--- src/rtl/alu_op_sequencer.sv ---
// alu_op_sequencer
//   Drives the 3-bit ALU operation select for the board datapath. Four modes:
//   manual stepping on the debounced button tick, timed auto-cycling, a
//   one-shot sweep that walks all 8 ops and streams each captured ALU result
//   to the result bank, and hold.
//
// Ports:
//   clk          system clock
//   reset        synchronous, active-high reset
//   btn_tick     one-cycle debounced button pulse
//   mode         00 manual, 01 auto, 10 sweep, 11 hold
//   start        sweep start pulse (only looked at in mode 10, while idle)
//   alu_out      result from the clocked ALU
//   sel          ALU operation select
//   result_wr    one-cycle write strobe to the result bank
//   result_addr  op index of result_data
//   result_data  captured alu_out
//   busy         high while a sweep runs
//   done         one-cycle pulse when a sweep completes
//
// All outputs are registered.

module alu_op_sequencer #(
    parameter int DWELL   = 50_000_000,
    parameter int ALU_LAT = 1,
    parameter int DATA_W  = 8
) (
    input  logic              clk,
    input  logic              reset,
    input  logic              btn_tick,
    input  logic [1:0]        mode,
    input  logic              start,
    input  logic [DATA_W-1:0] alu_out,
    output logic [2:0]        sel,
    output logic              result_wr,
    output logic [2:0]        result_addr,
    output logic [DATA_W-1:0] result_data,
    output logic              busy,
    output logic              done
);

    localparam int DW_W = $clog2(DWELL);
    localparam int WT_W = $clog2(ALU_LAT + 1);

    localparam logic [DW_W-1:0] DWELL_LAST = DW_W'(DWELL - 1);
    localparam logic [WT_W-1:0] WAIT_LAST  = WT_W'(ALU_LAT);

    localparam logic [1:0] MODE_MANUAL = 2'b00;
    localparam logic [1:0] MODE_AUTO   = 2'b01;
    localparam logic [1:0] MODE_SWEEP  = 2'b10;

    typedef enum logic [1:0] {IDLE, SW_WAIT, SW_CAPT, SW_DONE} state_t;

    state_t            state, state_n;
    logic [DW_W-1:0]   dwell_cnt, dwell_n;
    logic [WT_W-1:0]   wait_cnt, wait_n, wait_inc;
    logic [2:0]        sel_n, addr_n;
    logic [DATA_W-1:0] data_n;
    logic              wr_n, busy_n, done_n;

    always_ff @(posedge clk) begin
        if (reset) begin
            state       <= IDLE;
            dwell_cnt   <= '0;
            wait_cnt    <= '0;
            sel         <= '0;
            result_wr   <= 1'b0;
            result_addr <= '0;
            result_data <= '0;
            busy        <= 1'b0;
            done        <= 1'b0;
        end else begin
            state       <= state_n;
            dwell_cnt   <= dwell_n;
            wait_cnt    <= wait_n;
            sel         <= sel_n;
            result_wr   <= wr_n;
            result_addr <= addr_n;
            result_data <= data_n;
            busy        <= busy_n;
            done        <= done_n;
        end
    end

    always_comb begin
        state_n  = state;
        dwell_n  = dwell_cnt;
        wait_n   = wait_cnt;
        sel_n    = sel;
        wr_n     = 1'b0;
        addr_n   = result_addr;
        data_n   = result_data;
        busy_n   = busy;
        done_n   = 1'b0;
        wait_inc = wait_cnt + WT_W'(1);

        case (state)
            IDLE: begin
                busy_n  = 1'b0;
                // Only auto mode keeps the dwell count alive; any other mode
                // parks it at 0 so re-entering auto starts a fresh period.
                dwell_n = '0;
                case (mode)
                    MODE_MANUAL: begin
                        if (btn_tick) sel_n = sel + 3'd1;
                    end
                    MODE_AUTO: begin
                        if (dwell_cnt == DWELL_LAST) sel_n = sel + 3'd1;
                        else                         dwell_n = dwell_cnt + DW_W'(1);
                    end
                    MODE_SWEEP: begin
                        // done is still high on the first idle cycle after a
                        // sweep; a start seen then is left untaken.
                        if (start && !done) begin
                            sel_n   = 3'd0;
                            busy_n  = 1'b1;
                            wait_n  = '0;
                            state_n = SW_WAIT;
                        end
                    end
                    default: ;  // hold: sel frozen
                endcase
            end
            SW_WAIT: begin
                // Leaving on the edge where the count reaches ALU_LAT makes the
                // capture edge land exactly ALU_LAT+1 edges after sel changed.
                wait_n = wait_inc;
                if (wait_inc == WAIT_LAST) state_n = SW_CAPT;
            end
            SW_CAPT: begin
                wr_n   = 1'b1;
                addr_n = sel;
                data_n = alu_out;
                if (sel == 3'd7) begin
                    state_n = SW_DONE;
                end else begin
                    sel_n   = sel + 3'd1;
                    wait_n  = '0;
                    state_n = SW_WAIT;
                end
            end
            SW_DONE: begin
                done_n  = 1'b1;
                busy_n  = 1'b0;
                sel_n   = 3'd0;
                state_n = IDLE;
            end
            default: state_n = IDLE;
        endcase
    end

endmodule
--- config.mk ---
export PLATFORM = sky130hd
export DESIGN_NAME = alu_op_sequencer
export DESIGN_NICKNAME = d
export VERILOG_FILES = /design/src/rtl/alu_op_sequencer.sv
export SDC_FILE = /design/constraint.sdc
export NUM_CORES = 1
export LEC_CHECK = 0
export CAP_MARGIN = 10
export CORE_ASPECT_RATIO = 0.6
export CORE_MARGIN = 2
export CORE_UTILIZATION = 45
export CTS_CLUSTER_DIAMETER = 150
export DETAILED_ROUTE_END_ITERATION = 8
export GPL_ROUTABILITY_DRIVEN = 0
export PLACE_DENSITY = 0.66
export REMOVE_ABC_BUFFERS = 1
export SLEW_MARGIN = 20
export SYNTH_ARGS = -nofsm -noshare
export SYNTH_HDL_FRONTEND = slang
export SYNTH_SLANG_ARGS = --single-unit
export TNS_END_PERCENT = 20
--- constraint.sdc ---
create_clock -name clk -period 6.1 [get_ports clk]
set_input_delay 1.83 -clock clk [delete_from_list [all_inputs] [get_ports clk]]
set_output_delay 1.83 -clock clk [all_outputs]
set_load 0.02 [all_outputs]
# == Word-level counts from Yosys, hierarchy flattened ==
# Cells that the tools add are included.
# W data, S select, Z words.
# totals
wordCells,59
inputBits,14
reg_bits,46
out_inout_bits,17
# classes
n_reduce_logical,10
add_sub_neg,3
mux,22
n_eq_ne,15
# ops
op,count
$mux W26,2
$add A26 B1 Y26 const B,1
$eq A26 B26 Y1 const B,1
$pmux W3 S3,2
$mux W3,4
$ne A3 B3 Y1 const B,3
$mux W2,4
$pmux W2 S4,1
$mux W1,7
$eq A2 B2 Y1 const B,3
$ne A2 B2 Y1 const B,3
$reduce_and A6 Y1,1
$reduce_bool A3 Y1,2
$eq A2 B1 Y1 const B,2
$logic_not A2 Y1,2
$ne A4 B1 Y1 const B,1
$reduce_and A4 Y1,1
$add A3 B1 Y3 const B,1
$eq A3 B3 Y1 const B,1
$pmux W1 S3,1
$reduce_and A3 Y1,1
$ne A2 B1 Y1 const B,1
$pmux W1 S2,1
$reduce_bool A2 Y1,1
other kinds (3),3

# == Longest topological paths before layout ==
# logic_depth
word_depth,5
mapped_depth,8
depth_no_buf,7

# == Least setup slack after synthesis ==
# OpenSTA, ideal clock, no wires.
# synth_path
kind,input-to-reg
startpoint,in mode[0]
endpoint,reg sel[0]
path_stages,6
setup_slack_ps,2978
t_arrival_ps,2999
path_cell_list,inv_1 ha_1 mux2_2 a21oi_1 a2111oi_4 mux2_1
# synth_between
elab_chain_cells,3
elab_cells_between_ends,10
cone_classes,6 x eq/ne; 2 x mux; 2 x reduce/logical
# synth_rtl
item,line,rtl
"start, declared",31,"input logic [1:0] mode,"
$eq A2 B2 Y1 (tied with other cells),103,case (mode)
$pmux W3 S3 (tied with other cells),103,
$pmux W3 S3 or $reduce_and A6 Y1 (tied branches),-,
"end signal, assigned",76,sel <= sel_n;
"end, declared",34,"output logic [2:0] sel,"
# Several ways; a longest one is shown, not always the timed one.
# A chain may end at the register's enable or synchronous reset.

# == Worst setup path in the final report ==
# layout_path
startpoint,in mode[1]
endpoint,reg dwell_cnt[25]
# layout_between
elab_chain_cells,2
# layout_rtl
item,line,rtl
$eq A2 B1 Y1,103,
$mux W26,103,
"end signal, assigned",74,dwell_cnt <= dwell_n;
"end, declared",55,"logic [DW_W-1:0] dwell_cnt, dwell_n;"
# No other way between the ends.

==> flow_metrics.tcl <==
set metrics [dict create \
    gr-total-overflow 0 \
    area_growth_pct 18.25 \
    cap_violations 0 \
    die_area_sq_mm 0.006064 \
    worst-path-stages 8 \
    cts_num_sinks 46 \
    grt_pass1_wl_microns 9370 \
    wire_per_inst_microns 15.07 \
    antenna_found_initial 0 \
    root_buffer "clkbuf_8" \
    totalWireLength_microns 5668 \
    final-hold-violation-count 0 \
    vias_per_cell 5.678 \
    cpPeakStageDelay_ns 0.69 \
    synth-edff-count 0 \
    synth_seq_area_share 0.3763 \
    rsz0062_at_grt "false" \
    ant_nets 0 \
    crit_chain "clkdlybuf4s50_1 > inv_1 > ha_1 > nand2_1 > a211oi_4 > buf_4 > or3b_1 > nand3_1" \
    grtUsageTotal 0.1971 \
    numCtsBuffers 5 \
    finalSetupTns_ns 0 \
    diodes 0 \
    ys_seq_elements 46 \
    path_max_fanout 22 \
    drt_iter0_drc 122 \
    cts_tree "built" \
    setup_viol 0 \
    clkTransAtPathRegs_ns 0.09 \
    dieHeight_microns 61.13 \
    synthesis.area_sq_mm 0.002447 \
    p_int_mw 0.5291 \
    worstPathArrival_ns 4.15 \
    final_common_cell "dfxtp_1" \
    p_per_area_mw_per_mm2 267.0 \
    critPathCaptureType "flop" \
    drc 0 \
    syn_avg_cell_area_sq_um 8.557 \
    pwr-share-seq 0.437 \
    postCtsHoldBufs 0 \
    leakagePower_nw 0.9771 \
    synthArstFlopShare 0 \
    start_util 0.4748 \
    hold-path-cell-count 2 \
    dr.pass1.iters 5 \
    drv_slew 0 \
    swShare 0.3154 \
    slew-limit-headroom 0.3494 \
    rows 20 \
    fmax_mhz 256.0 \
    grt_pass1_vias 1850 \
    ir_drop_v 0.0001262 \
    hold_class "flop to flop" \
    cts_resized 0 \
    combPwrFrac 0.270 \
    status "completed" \
    ys_types 52 \
    crit_type "primary input to flop" \
    critPathRequiredTime_ns 6.34 \
    post_cts_buffers 0 \
    tightest_slew_ns 0.9759 \
    crit_path_start_kind "primary input" \
    core_area_sq_mm 0.005155 \
    yosysWarnings 0 \
    post-route-period-util 0.6404 \
    port_buffers 30 \
    nets 336 \
    h-tree-depth 2 \
    fin_skew_ns 0.003687 \
    dpl.hpwl_microns 4181 \
    vias 2135 \
    cp_slowest_cell "a211oi_4" \
    report.power.total_mw 0.7728 \
    drive_gt1_frac 0.06452 \
    synth_top_flop_cell "dfxtp_1" \
    p_clk_frac 0.293 \
    insertion_delay_ns 0.29 \
    r2r_cells 7 \
    mostFrequentLayoutCells "46 x dfxtp_1, 31 x nor2_1, 30 x clkdlybuf4s50_1" \
    clockBufferDepth 2 \
    die_x_microns 99.21 \
    fin_crit_ns 3.906 \
    critPathBufInv 3 \
    netSwitchingPower_mw 0.2437 \
    io_pins 31 \
    syn_inst 286 \
    grt_max_degree 35 \
    crit_family "buffers and inverters" \
]
[cell families (layout without fill, tap and decap cells)]
family	Yosys count	after routing	share of synthesized area
buffers and inverters	25	49	0.04192
and+or+nand+nor	121	121	0.2669
xor gates and xnor gates	2	2	0.007159
AOI/OAI and AO/OA	60	60	0.1626
adders and majority gates	13	13	0.06646
DFF	46	46	0.3763
muxes	19	19	0.07873
[registers in the layout, indices dropped and copies added (netlist names)]
name	cells
busy	1
done	1
dwell_cnt	26
result_addr	3
result_data	8
result_wr	1
sel	3
state	2
wait_cnt	1
[power groups by stage]
stage                     combinational (mW)  sequential [mW]  clock, mW
final                                  0.209            0.338      0.226
after global routing                   0.229            0.340      0.246
after CTS                              0.209            0.338      0.232
after detailed placement               0.207            0.344          0
after global placement                 0.205            0.344          0
after floorplan                        0.125            0.355          0
[synth_stat cells (2+ instances only)]
master,instances,area [sq um]
o21ai_0,10,50.05
a21oi_1,18,90.09
a22oi_1,3,22.52
ha_1,13,162.7
mux2i_1,17,170.2
xnor2_1,2,17.52
and4_1,4,35.03
or4_1,2,15.01
nand3_2,2,20.02
buf_2,4,20.02
inv_1,9,33.78
a31oi_1,12,75.07
nand4_1,13,81.33
nor2b_1,3,18.77
o31ai_1,2,15.01
nor4_1,3,18.77
nor4b_1,2,17.52
o21a_1,3,22.52
clkbuf_1,10,37.54
nand2b_1,5,31.28
nor3_1,7,35.03
nand2_1,26,97.59
nor2_1,31,116.4
dfxtp_1,46,920.9
nor3b_1,2,15.01
nand3_1,11,55.05
[routing by layer]
layer | track usage | share of wire | wire length (microns) | vias to the layer above
li1 | - | - | - | 1093
met2 | 0.2635 | 0.36 | 2054 | 76
met5 | 0 | 0 | 0 | -
met1 | 0.3167 | 0.56 | 3172 | 964
met3 | 0.04654 | 0.073 | 414 | 2
met4 | 0.03523 | 0.0048 | 27 | 0
[worst register-to-register path, cell delays in order, from the launching register on]
cell,delay (ns)
dfxtp_1,0.37
inv_1,0.18
ha_1,0.39
nand2_1,0.22
a211oi_4,0.69
buf_4,0.34
or3b_1,0.37
nand3_1,0.09
[final cells by class]
cell class / count / area, sq um
fill: 466 / 2261
clock inverter: 2 / 37.54
sequential: 46 / 920.9
clock buffer: 6 / 72.57
multi-input combinational: 215 / 1431
inverter: 9 / 33.78
tap: 66 / 82.58
timing repair buffer: 32 / 315.3
[path summary, 6_finish.rpt]
check / endpoint / slack (ns) / startpoint
worst max-delay path: dwell_cnt[25]$_SDFFE_PP0N_ / 2.19 / mode[1]
worst min-delay path: result_data[2]$_SDFFE_PP0P_ / 0.50 / result_data[2]$_SDFFE_PP0P_
worst max register to register: dwell_cnt[25]$_SDFFE_PP0N_ / 3.40 / state[1]$_SDFFE_PP0P_
worst min register to register: result_data[2]$_SDFFE_PP0P_ / 0.50 / result_data[2]$_SDFFE_PP0P_
[through the flow]
step	std cells	hold slack [ns]	worst slack, ns	instance area (sq um)	utilization
after floorplan	270	0.4516	2.314	2379	-
after global placement	368	0.4722	1.985	2784	0.5400
after detailed placement	368	0.4799	1.901	2784	0.5400
after CTS	376	0.5060	2.196	2894	0.5614
after global routing	376	0.5305	2.076	2894	0.5614
final	376	0.4973	2.194	2894	0.5614
No activity file was read; power rests on OpenSTA's default activity.
